## config.mk

```make
export PLATFORM = sky130hd
export DESIGN_NAME = adpll_cfg_sequencer
export DESIGN_NICKNAME = d
export VERILOG_FILES = /design/src/rtl/adpll_cfg_pkg.sv /design/src/rtl/adpll_cfg_shadow.sv /design/src/rtl/adpll_cfg_sequencer.sv
export SDC_FILE = /design/constraint.sdc
export NUM_CORES = 1
export LEC_CHECK = 0
export ABC_AREA = 1
export CAP_MARGIN = 40
export CORE_AREA = 2 2 57 59
export CTS_CLUSTER_DIAMETER = 60
export DETAILED_ROUTE_END_ITERATION = 7
export DIE_AREA = 0 0 59 61
export PLACE_DENSITY = 0.82
export RECOVER_POWER = 25
export SLEW_MARGIN = 20
export SYNTH_ARGS = -nofsm -noshare
export SYNTH_HDL_FRONTEND = slang
export SYNTH_SLANG_ARGS = --single-unit
export TNS_END_PERCENT = 1
```

## constraint.sdc

```tcl
create_clock -name clk -period 1.95 [get_ports clk]
set_clock_uncertainty 0.2 [all_clocks]
set_input_delay 0.39 -clock clk [delete_from_list [all_inputs] [get_ports clk]]
set_output_delay 0.39 -clock clk [all_outputs]
set_load 0.02 [all_outputs]
```

## src/rtl/adpll_cfg_pkg.sv

```systemverilog
// ---------------------------------------------------------------------------
// adpll_cfg_pkg
// Shared definitions for the ADPLL configuration sequencer:
//   - command opcode encodings (cmd_op)
//   - sequencer FSM state encoding
//   - default timing parameters
//   - counter reload helper
// Optional feature macro used by the design: ADPLL_CFG_SHADOW_EN
// ---------------------------------------------------------------------------
package adpll_cfg_pkg;

    localparam int PGM_HOLD_DEF   = 2;
    localparam int CLR_CYCLES_DEF = 2;
    localparam int SETTLE_DEF     = 4;

    typedef enum logic [1:0] {
        OP_WRITE       = 2'b00,
        OP_CLEAR       = 2'b01,
        OP_READ_OUT    = 2'b10,
        OP_READ_SHADOW = 2'b11
    } cmd_op_e;

    typedef enum logic [2:0] {
        ST_IDLE   = 3'd0,
        ST_SETUP  = 3'd1,
        ST_STROBE = 3'd2,
        ST_HOLD   = 3'd3,
        ST_CLEAR  = 3'd4,
        ST_SETTLE = 3'd5,
        ST_RESP   = 3'd6
    } state_e;

    // Counters count down to zero, so an N-cycle state is loaded with N-1.
    function automatic logic [3:0] cnt_load(input int cycles);
        return 4'(cycles - 1);
    endfunction

endpackage

```

## src/rtl/adpll_cfg_shadow.sv

```systemverilog
// ---------------------------------------------------------------------------
// adpll_cfg_shadow
// 8 x 5-bit shadow copy of the values programmed into the ADPLL.
// Only instantiated when ADPLL_CFG_SHADOW_EN is defined.
// Ports:
//   clk, rst_n         clock, asynchronous active-low reset (zeroes all entries)
//   i_we, i_waddr,
//   i_wdata            write one entry
//   i_clr              zero every entry (takes priority over write)
//   i_raddr, o_rdata   asynchronous read port
// ---------------------------------------------------------------------------
module adpll_cfg_shadow (
    input  logic       clk,
    input  logic       rst_n,
    input  logic       i_we,
    input  logic [2:0] i_waddr,
    input  logic [4:0] i_wdata,
    input  logic       i_clr,
    input  logic [2:0] i_raddr,
    output logic [4:0] o_rdata
);

    logic [4:0] r_mem [0:7];

    // Shadow storage: reset/clear zero all entries, otherwise write on request.
    always_ff @(posedge clk or negedge rst_n) begin
        if (!rst_n) begin
            for (int i = 0; i < 8; i++) begin
                r_mem[i] <= 5'd0;
            end
        end else if (i_clr) begin
            for (int i = 0; i < 8; i++) begin
                r_mem[i] <= 5'd0;
            end
        end else if (i_we) begin
            r_mem[i_waddr] <= i_wdata;
        end
    end

    assign o_rdata = r_mem[i_raddr];

endmodule

```

## src/rtl/adpll_cfg_sequencer.sv

```systemverilog
// ---------------------------------------------------------------------------
// adpll_cfg_sequencer
// Turns single-transfer commands into correctly timed ADPLL programming
// sequences (write strobe, clear pulse, readback with settle time).
// Optional feature: ADPLL_CFG_SHADOW_EN adds an 8x5 shadow of written values
// readable with READ_SHADOW; without it READ_SHADOW answers with rd_err=1.
// Ports:
//   clk, rst_n                    clock, asynchronous active-low reset
//   cmd_valid/cmd_ready           command handshake
//   cmd_op, cmd_sel, cmd_val      command opcode, parameter index, value
//   clr, pgm, out_sel,
//   param_sel, pgm_value          ADPLL programming port (all registered)
//   dout, sign                    ADPLL readback data
//   rd_valid, rd_data, rd_err     readback response (rd_valid one-cycle pulse)
//   busy                          inverse of cmd_ready
// ---------------------------------------------------------------------------
module adpll_cfg_sequencer
    import adpll_cfg_pkg::*;
#(
    parameter int PGM_HOLD   = PGM_HOLD_DEF,
    parameter int CLR_CYCLES = CLR_CYCLES_DEF,
    parameter int SETTLE     = SETTLE_DEF
) (
    input  logic       clk,
    input  logic       rst_n,
    input  logic       cmd_valid,
    output logic       cmd_ready,
    input  logic [1:0] cmd_op,
    input  logic [2:0] cmd_sel,
    input  logic [4:0] cmd_val,
    output logic       clr,
    output logic       pgm,
    output logic       out_sel,
    output logic [2:0] param_sel,
    output logic [4:0] pgm_value,
    input  logic [4:0] dout,
    input  logic       sign,
    output logic       rd_valid,
    output logic [5:0] rd_data,
    output logic       rd_err,
    output logic       busy
);

    state_e     r_state;
    logic [3:0] r_cnt;
    logic       r_clr;
    logic       r_pgm;
    logic       r_out_sel;
    logic [2:0] r_param_sel;
    logic [4:0] r_pgm_value;
    logic       r_rd_valid;
    logic [5:0] r_rd_data;
    logic       r_rd_err;

    state_e     w_state;
    logic [3:0] w_cnt;
    logic       w_clr;
    logic       w_pgm;
    logic       w_out_sel;
    logic [2:0] w_param_sel;
    logic [4:0] w_pgm_value;
    logic       w_rd_valid;
    logic [5:0] w_rd_data;
    logic       w_rd_err;

`ifdef ADPLL_CFG_SHADOW_EN
    logic       r_rd_shadow;
    logic [2:0] r_rd_sel;
    logic       w_rd_shadow;
    logic [2:0] w_rd_sel;
    logic       w_sh_we;
    logic       w_sh_clr;
    logic [4:0] w_sh_rdata;

    adpll_cfg_shadow u_shadow (
        .clk     (clk),
        .rst_n   (rst_n),
        .i_we    (w_sh_we),
        .i_waddr (r_param_sel),
        .i_wdata (r_pgm_value),
        .i_clr   (w_sh_clr),
        .i_raddr (r_rd_sel),
        .o_rdata (w_sh_rdata)
    );
`endif

    // Next-state and next-output decode; strobes default low, data holds.
    always_comb begin
        w_state     = r_state;
        w_cnt       = r_cnt;
        w_clr       = 1'b0;
        w_pgm       = 1'b0;
        w_out_sel   = r_out_sel;
        w_param_sel = r_param_sel;
        w_pgm_value = r_pgm_value;
        w_rd_valid  = 1'b0;
        w_rd_data   = r_rd_data;
        w_rd_err    = r_rd_err;
`ifdef ADPLL_CFG_SHADOW_EN
        w_rd_shadow = r_rd_shadow;
        w_rd_sel    = r_rd_sel;
        w_sh_we     = 1'b0;
        w_sh_clr    = 1'b0;
`endif
        case (r_state)
            ST_IDLE: begin
                if (cmd_valid) begin
                    case (cmd_op_e'(cmd_op))
                        OP_WRITE: begin
                            // Address/data settle one cycle ahead of pgm.
                            w_param_sel = cmd_sel;
                            w_pgm_value = cmd_val;
                            w_state     = ST_SETUP;
`ifdef ADPLL_CFG_SHADOW_EN
                            w_rd_shadow = 1'b0;
`endif
                        end
                        OP_CLEAR: begin
                            w_clr   = 1'b1;
                            w_cnt   = cnt_load(CLR_CYCLES);
                            w_state = ST_CLEAR;
`ifdef ADPLL_CFG_SHADOW_EN
                            w_sh_clr = 1'b1;
`endif
                        end
                        OP_READ_OUT: begin
                            w_out_sel = cmd_sel[0];
                            w_cnt     = cnt_load(SETTLE);
                            w_state   = ST_SETTLE;
                        end
                        OP_READ_SHADOW: begin
`ifdef ADPLL_CFG_SHADOW_EN
                            // One cycle through SETUP to read the shadow entry.
                            w_rd_shadow = 1'b1;
                            w_rd_sel    = cmd_sel;
                            w_state     = ST_SETUP;
`else
                            w_rd_valid = 1'b1;
                            w_rd_data  = 6'd0;
                            w_rd_err   = 1'b1;
                            w_state    = ST_RESP;
`endif
                        end
                        default: begin
                            w_state = ST_IDLE;
                        end
                    endcase
                end else begin
                    w_state = ST_IDLE;
                end
            end
            ST_SETUP: begin
`ifdef ADPLL_CFG_SHADOW_EN
                if (r_rd_shadow) begin
                    w_rd_valid = 1'b1;
                    w_rd_data  = {1'b0, w_sh_rdata};
                    w_rd_err   = 1'b0;
                    w_state    = ST_RESP;
                end else begin
                    w_pgm   = 1'b1;
                    w_cnt   = cnt_load(PGM_HOLD);
                    w_state = ST_STROBE;
                end
`else
                w_pgm   = 1'b1;
                w_cnt   = cnt_load(PGM_HOLD);
                w_state = ST_STROBE;
`endif
            end
            ST_STROBE: begin
                if (r_cnt == 4'd0) begin
                    // pgm falls here; shadow records the value just programmed.
                    w_state = ST_HOLD;
`ifdef ADPLL_CFG_SHADOW_EN
                    w_sh_we = 1'b1;
`endif
                end else begin
                    w_pgm = 1'b1;
                    w_cnt = r_cnt - 4'd1;
                end
            end
            ST_HOLD: begin
                w_state = ST_IDLE;
            end
            ST_CLEAR: begin
                if (r_cnt == 4'd0) begin
                    w_state = ST_IDLE;
                end else begin
                    w_clr = 1'b1;
                    w_cnt = r_cnt - 4'd1;
                end
            end
            ST_SETTLE: begin
                if (r_cnt == 4'd0) begin
                    w_rd_valid = 1'b1;
                    w_rd_data  = {sign, dout};
                    w_rd_err   = 1'b0;
                    w_state    = ST_RESP;
                end else begin
                    w_cnt = r_cnt - 4'd1;
                end
            end
            ST_RESP: begin
                w_state = ST_IDLE;
            end
            default: begin
                w_state = ST_IDLE;
            end
        endcase
    end

    // State, counter and registered outputs.
    always_ff @(posedge clk or negedge rst_n) begin
        if (!rst_n) begin
            r_state     <= ST_IDLE;
            r_cnt       <= 4'd0;
            r_clr       <= 1'b0;
            r_pgm       <= 1'b0;
            r_out_sel   <= 1'b0;
            r_param_sel <= 3'd0;
            r_pgm_value <= 5'd0;
            r_rd_valid  <= 1'b0;
            r_rd_data   <= 6'd0;
            r_rd_err    <= 1'b0;
`ifdef ADPLL_CFG_SHADOW_EN
            r_rd_shadow <= 1'b0;
            r_rd_sel    <= 3'd0;
`endif
        end else begin
            r_state     <= w_state;
            r_cnt       <= w_cnt;
            r_clr       <= w_clr;
            r_pgm       <= w_pgm;
            r_out_sel   <= w_out_sel;
            r_param_sel <= w_param_sel;
            r_pgm_value <= w_pgm_value;
            r_rd_valid  <= w_rd_valid;
            r_rd_data   <= w_rd_data;
            r_rd_err    <= w_rd_err;
`ifdef ADPLL_CFG_SHADOW_EN
            r_rd_shadow <= w_rd_shadow;
            r_rd_sel    <= w_rd_sel;
`endif
        end
    end

    assign cmd_ready = (r_state == ST_IDLE);
    assign busy      = (r_state != ST_IDLE);
    assign clr       = r_clr;
    assign pgm       = r_pgm;
    assign out_sel   = r_out_sel;
    assign param_sel = r_param_sel;
    assign pgm_value = r_pgm_value;
    assign rd_valid  = r_rd_valid;
    assign rd_data   = r_rd_data;
    assign rd_err    = r_rd_err;

endmodule

```

==> results.json, run 1 <==
{
  "finalCritPeriodShare_pct": 97.45,
  "synth_top_area_cell": "dfrtp_1",
  "setup_violations": 0,
  "worstPathRequired_ns": 1.36,
  "drive_above_1_share_pct": 14.69,
  "grt_first_pass_wirelength_mm": 5.002,
  "ys_seq_area_share_pct": 49.24,
  "cts_tree": "yes",
  "worstHoldEndpoint": "pgm_value[1]$_DFFE_PN0P_",
  "p_sw_uw": 1188,
  "min_period_ns": 1.900,
  "r2r_slack_ns": 0.25,
  "dp_hpwl_mm": 2.306,
  "top_usage_layer": "met2",
  "swShare_pct": 42.72,
  "fin_area_mm2": 0.001882,
  "numCtsBuffers": 3,
  "clock_sinks": 26,
  "drv_cap": 0,
  "die_w_um": 59,
  "pre_cts_ws_ns": 0.02376,
  "dieArea_mm2": 0.003599,
  "ff2ff_path_depth": 8,
  "yosys_most_used_dff": "dfrtp_1",
  "hp-start": "pgm_value[1]$_DFFE_PN0P_",
  "globalRouteTotalUtil_pct": 18.25,
  "drt_iter0_markers": 36,
  "areaGrowthSynthToFinish_pct": 42.42,
  "final_max_slew_viol_count": 0,
  "setup.worst_path.start_class": "flip-flop",
  "fin_ws_ns": 0.04968,
  "yosys_warnings": 0,
  "ys_types": 18,
  "post_cts_buffers": 0,
  "whs_path_depth": 2,
  "grt_pass1_vias": 1142,
  "r2r-start": "r_cnt[0]$_DFFE_PN0P_",
  "post-synth-top-count-cell": "nand2_1",
  "synth_cells": 159,
  "p_clk_share_pct": 13.2,
  "ys_top_cells_by_count": "nand2_1, dfrtp_1, nand3_1",
  "multiInputGateArea_um2": 614.3,
  "dieHeight_um": 61,
  "intPower_uw": 1593,
  "synth_area_per_cell_um2": 8.310,
  "pwr-share-seq_pct": 31.6,
  "finalSetupTns_ns": 0,
  "diodes": 0,
  "rsz0062_at_grt": "false",
  "slowest_delay_ns": 0.61,
  "rows": 20,
  "crit_path_end_kind": "output port",
  "netlist_area_mm2": 0.001321,
  "cts_root_buffer": "clkbuf_4",
  "cp_slowest_cell": "clkdlybuf4s50_1",
  "synth_area_leaders": "dfrtp_1, nand2_1, nand3_1",
  "io_buffers": 39,
  "io_pins": 40,
  "placedCellCount": 240,
  "synth_edf_count": 0,
  "p_leak_uw": 0.001081,
  "post-route-drc-count": 0,
  "cp_max_fo": 2,
  "fin_nets": 233,
  "htreeDepth": 1,
  "dpl_cell_area_mm2": 0.001821,
  "grt_max_degree": 27,
  "start_util_pct": 44.75,
  "critical_path_class": "reg2out",
  "grt-ovfl-total": 0,
  "core_area_mm2": 0.002953,
  "r2r-end": "r_cnt[1]$_DFFE_PN0P_",
  "max_slew_margin_pct": 57.37,
  "worst_pin_slew_ns": 0.6394,
  "wl_mm": 2.988,
  "p_per_area_mw_per_mm2": 1478,
  "met3_usage_pct": 1.919,
  "syn_nets": 180,
  "gp_congestion": 0.9043,
  "drt-vias-per-instance": 4.967,
  "hold_viol": 0,
  "cts_buffer_depth": 2,
  "status": "finished clean",
  "routedWlPerCell_um": 12.25,
  "synth_top_area_share_pct": 49.24,
  "crit_chain": "clkdlybuf4s50_1",
  "met1_usage_pct": 23.80,
  "critical-path-top-delay-family": "buffers and inverters",
  "clk_pin_slew_ns": 0.14,
  "hold_class": "reg2reg",
  "clk_latency_ns": 0.32,
  "combPwrFrac_pct": 55.1,
  "ant_nets": 0,
  "ys_ff_latch": 26,
  "firstDrtPassIters": 4,
  "ys_async_sr_fraction_pct": 100.0,
  "use_met2_pct": 30.95,
  "arrival_ns": 1.31,
  "regArea_um2": 651.9,
  "instances_no_fill": 244,
  "fmaxAchievable_mhz": 526.2,
  "n_fill_cell": 258,
  "antenna_found_initial": 0,
  "worstPathBufferInverterCount": 1,
  "peakVddDrop_v": 0.0009226,
  "critical_path_depth": 1,
  "vias": 1212
}
cell type report:
| type | instances | area share (%) |
|---|---|---|
| timing repair buffer | 48 | 24.60 |
| clock buffer | 3 | 1.197 |
| tap | 33 | 2.194 |
| multi-input combinational | 118 | 32.65 |
| clock inverter | 1 | 1.596 |
| sequential | 26 | 34.64 |
| inverter | 15 | 3.125 |
cells by family after synthesis:
group / after synthesis / share of synthesized area [%]
xor gates and xnor gates: 1 / 0.6630
buffers and inverters: 15 / 4.451
and+or+nand+nor: 103 / 39.21
adders and majority gates: 2 / 1.894
AOI/OAI and AO/OA: 12 / 4.545
DFF: 26 / 49.24
power by group through the flow:
stage               clock [µW]  sequential, µW  combinational, µW
floorplan                    0            1060                722
global placement             0             882               1520
detailed placement           0             893               1560
CTS                        374             885               1560
global route               397             904               1690
finish                     368             880               1530
metrics by stage:
step	utilization [%]	hold slack [ns]	total power (µW)
after floorplan	-	-0.1056	1787
after global placement	61.65	0.2530	2402
after detailed placement	61.65	0.2578	2448
after CTS	63.43	0.2249	2817
after global routing	63.73	0.3148	2989
final	63.73	0.2858	2781
worst max-delay path by stage:
stage,startpoint,end,slack [ns]
after global placement,cmd_valid,param_sel[1]$_DFFE_PN0P_,0.05
after global routing,rd_data[2]$_DFFE_PN0P_,rd_data[2],0.002
final,rd_data[2]$_DFFE_PN0P_,rd_data[2],0.05
after floorplan,r_cnt[0]$_DFFE_PN0P_,r_cnt[1]$_DFFE_PN0P_,0.41
after detailed placement,cmd_valid,param_sel[0]$_DFFE_PN0P_,0.02
after CTS,r_state[2]$_DFFE_PN0P_,cmd_ready,0.008
flip-flops by register name, summed over array words and instances (netlist names):
name       cells
rd_data        6
r_cnt          4
pgm            1
r_state        3
rd_err         1
pgm_value      5
rd_valid       1
out_sel        1
clr            1
param_sel      3
layer usage:
layer	share of wire, %	up-vias
met5	0	-
met3	3.6	5
li1	-	609
met2	50	32
met4	1.9	0
met1	44	566
cells in the final DEF, fill, tap and decap left out, drive strengths merged:
cell type / instances
a21oi: 2
ha: 2
dlygate4sd3: 1
buf: 8
clkdlybuf4s50: 29
nand4: 1
inv: 15
dfrtp: 26
nand2: 68
dlymetal6s2s: 7
nand3: 20
nor2: 14
bufinv: 1
clkbuf: 6
xnor2: 1
o21ai: 10
repair_timing:
action,4_1_cts,5_1_grt
cloned,0,0
setup endpoints to repair,2,14
hold buffers,0,0
pin swaps,0,0
gates resized for setup,4,11
Note: power is estimated with default switching activity, not from simulation.
==> run 2: changes to the inputs <==
--- a/config.mk
+++ b/config.mk
@@ -9,7 +9,7 @@
 export CAP_MARGIN = 40
-export CORE_AREA = 2 2 57 59
+export CORE_AREA = 2 2 58 60
 export CTS_CLUSTER_DIAMETER = 60
 export DETAILED_ROUTE_END_ITERATION = 7
-export DIE_AREA = 0 0 59 61
-export PLACE_DENSITY = 0.82
+export DIE_AREA = 0 0 60 62
+export PLACE_DENSITY = 0.8
 export RECOVER_POWER = 25
--- a/constraint.sdc
+++ b/constraint.sdc
@@ -4,2 +4,2 @@
 set_output_delay 0.39 -clock clk [all_outputs]
-set_load 0.02 [all_outputs]
+set_load 0.005 [all_outputs]
==> run 2 against run 1 <==
  * First-iteration DRC count grew 2.8%
  * Count of clock-buffer cells in the layout is the same
  * Setup slack lost 0.0029 ns
  * Worst hold slack gained 0.0033 ns
  * Non-clock buffer count grew 5
  * Critical path depth grew 3
  * Via count shrank 1.6%
  * Final cell count grew 7.4%
==> results.json, run 2 (same netlist as run 1, synthesis figures left out) <==
{
  "regArea_um2": 651.9,
  "arrival_ns": 1.31,
  "drt-vias-per-instance": 4.553,
  "vias": 1193,
  "worstPathBufferInverterCount": 2,
  "hold_class": "reg2reg",
  "p_per_area_mw_per_mm2": 1374,
  "p_leak_uw": 0.001017,
  "wl_mm": 2.813,
  "drive_above_1_share_pct": 16.67,
  "slowest_delay_ns": 0.43,
  "die_w_um": 60,
  "multiInputGateArea_um2": 623.1,
  "io_buffers": 39,
  "crit_chain": "buf_4 -> nor2_4 -> nand2_1 -> dlygate4sd2_1",
  "ant_nets": 0,
  "io_pins": 40,
  "dp_hpwl_mm": 2.164,
  "setup_violations": 0,
  "cts_root_buffer": "clkbuf_4",
  "min_period_ns": 1.903,
  "grt-ovfl-total": 0,
  "final_common_cell": "nand2_1",
  "grt_max_degree": 27,
  "post-route-drc-count": 0,
  "timing.hold.ws_ns": 0.2891,
  "cp_slowest_cell": "dfrtp_1",
  "drv_cap": 0,
  "globalRouteTotalUtil_pct": 17.14,
  "finalCritPeriodShare_pct": 97.60,
  "fin_nets": 238,
  "worstPathRequired_ns": 1.36,
  "dieHeight_um": 62,
  "fmaxAchievable_mhz": 525.4,
  "finalSetupTns_ns": 0,
  "grt_pass1_vias": 1150,
  "dieArea_mm2": 0.003720,
  "critical-path-top-delay-family": "flip-flops",
  "status": "finished clean",
  "clock_sinks": 26,
  "cts_tree": "yes",
  "clk_pin_slew_ns": 0.15,
  "numCtsBuffers": 3,
  "core_area_mm2": 0.003179,
  "worst_pin_slew_ns": 0.6209,
  "crit_path_end_kind": "output port",
  "clk_latency_ns": 0.33,
  "htreeDepth": 1,
  "antenna_found_initial": 0,
  "diodes": 0,
  "cts_buffer_depth": 2,
  "rsz0062_at_grt": "true",
  "final_max_slew_viol_count": 0,
  "most-common-layout-cells": "nand2_1, clkdlybuf4s50_1, dfrtp_1",
  "grt_first_pass_wirelength_mm": 4.733,
  "setup.worst_path.start_class": "flip-flop",
  "critical_path_class": "reg2out",
  "hold_viol": 0,
  "gp_congestion": 0.8100,
  "max_slew_margin_pct": 58.61,
  "routedWlPerCell_um": 10.74,
  "n_fill_cell": 267,
  "areaGrowthSynthToFinish_pct": 46.59,
  "pre_cts_ws_ns": 0.05525,
  "postLayoutCoreUtil_pct": 60.92,
  "largest_register_ffs": 6,
  "fin_ws_ns": 0.04680,
  "rows": 21,
  "cp_max_fo": 2,
  "start_util_pct": 41.56,
  "peakVddDrop_v": 0.0005235,
  "firstDrtPassIters": 4,
  "drt_iter0_markers": 37
}
[run 2: worst paths after layout]
path                       cells after the start  slack, ns                     start                  endpoint
hold / removal                                 2       0.29  param_sel[2]$_DFFE_PN0P_  param_sel[2]$_DFFE_PN0P_
setup reg to reg                               9       0.25      r_cnt[0]$_DFFE_PN0P_      r_cnt[1]$_DFFE_PN0P_
hold reg to reg                                2       0.29  param_sel[2]$_DFFE_PN0P_  param_sel[2]$_DFFE_PN0P_
min in group asynchronous                      2       0.37                     rst_n    rd_data[3]$_DFFE_PN0P_
max in group asynchronous                      2       0.74                     rst_n    r_state[1]$_DFFE_PN0P_
setup / recovery                               4       0.05    r_state[0]$_DFFE_PN0P_                      busy
[run 2: per-stage QoR]
step / instances / area [µm²] / power [µW]
after global placement: 253 / 1837 / 2196
after detailed placement: 253 / 1837 / 2225
after CTS: 261 / 1923 / 2640
after floorplan: 159 / 1321 / 1588
final: 262 / 1937 / 2661
after global routing: 262 / 1937 / 2887
[run 2: layout make-up]
cell class	instances	share of cell area, %
sequential	26	33.66
multi-input combinational	118	32.17
timing repair buffer	53	25.32
inverter	15	3.165
tap	46	2.972
clock inverter	1	1.550
clock buffer	3	1.163
[run 2: report_power, final]
group / internal (µW) / switching [µW] / leakage, µW / total (µW)
Sequential: 743 / 142 / 0.000333 / 885
Combinational: 710 / 686 / 0.000656 / 1400
Clock: 208 / 172 / 0.0000279 / 380
[run 2: metal layers]
metal | routed length, µm | track usage (%) | share of wire, %
met5 | 0 | 0 | 0
met4 | 46 | 8.254 | 1.6
met3 | 144 | 3.520 | 5.1
met2 | 1417 | 28.42 | 50
met1 | 1205 | 21.47 | 43
[run 2: tightest hold or removal path: stages, from the launching register on]
cell and delay (ns):
dfrtp_1 0.37, nand2_1 0.05, nand2_1 0.05
[run 2: what timing repair did]
item | CTS | global route
pin swaps | 0 | 1
hold buffers | 0 | 0
endpoints found under the setup margin | 2 | 2
resized for setup | 6 | 2
buffers inserted | 4 | 1
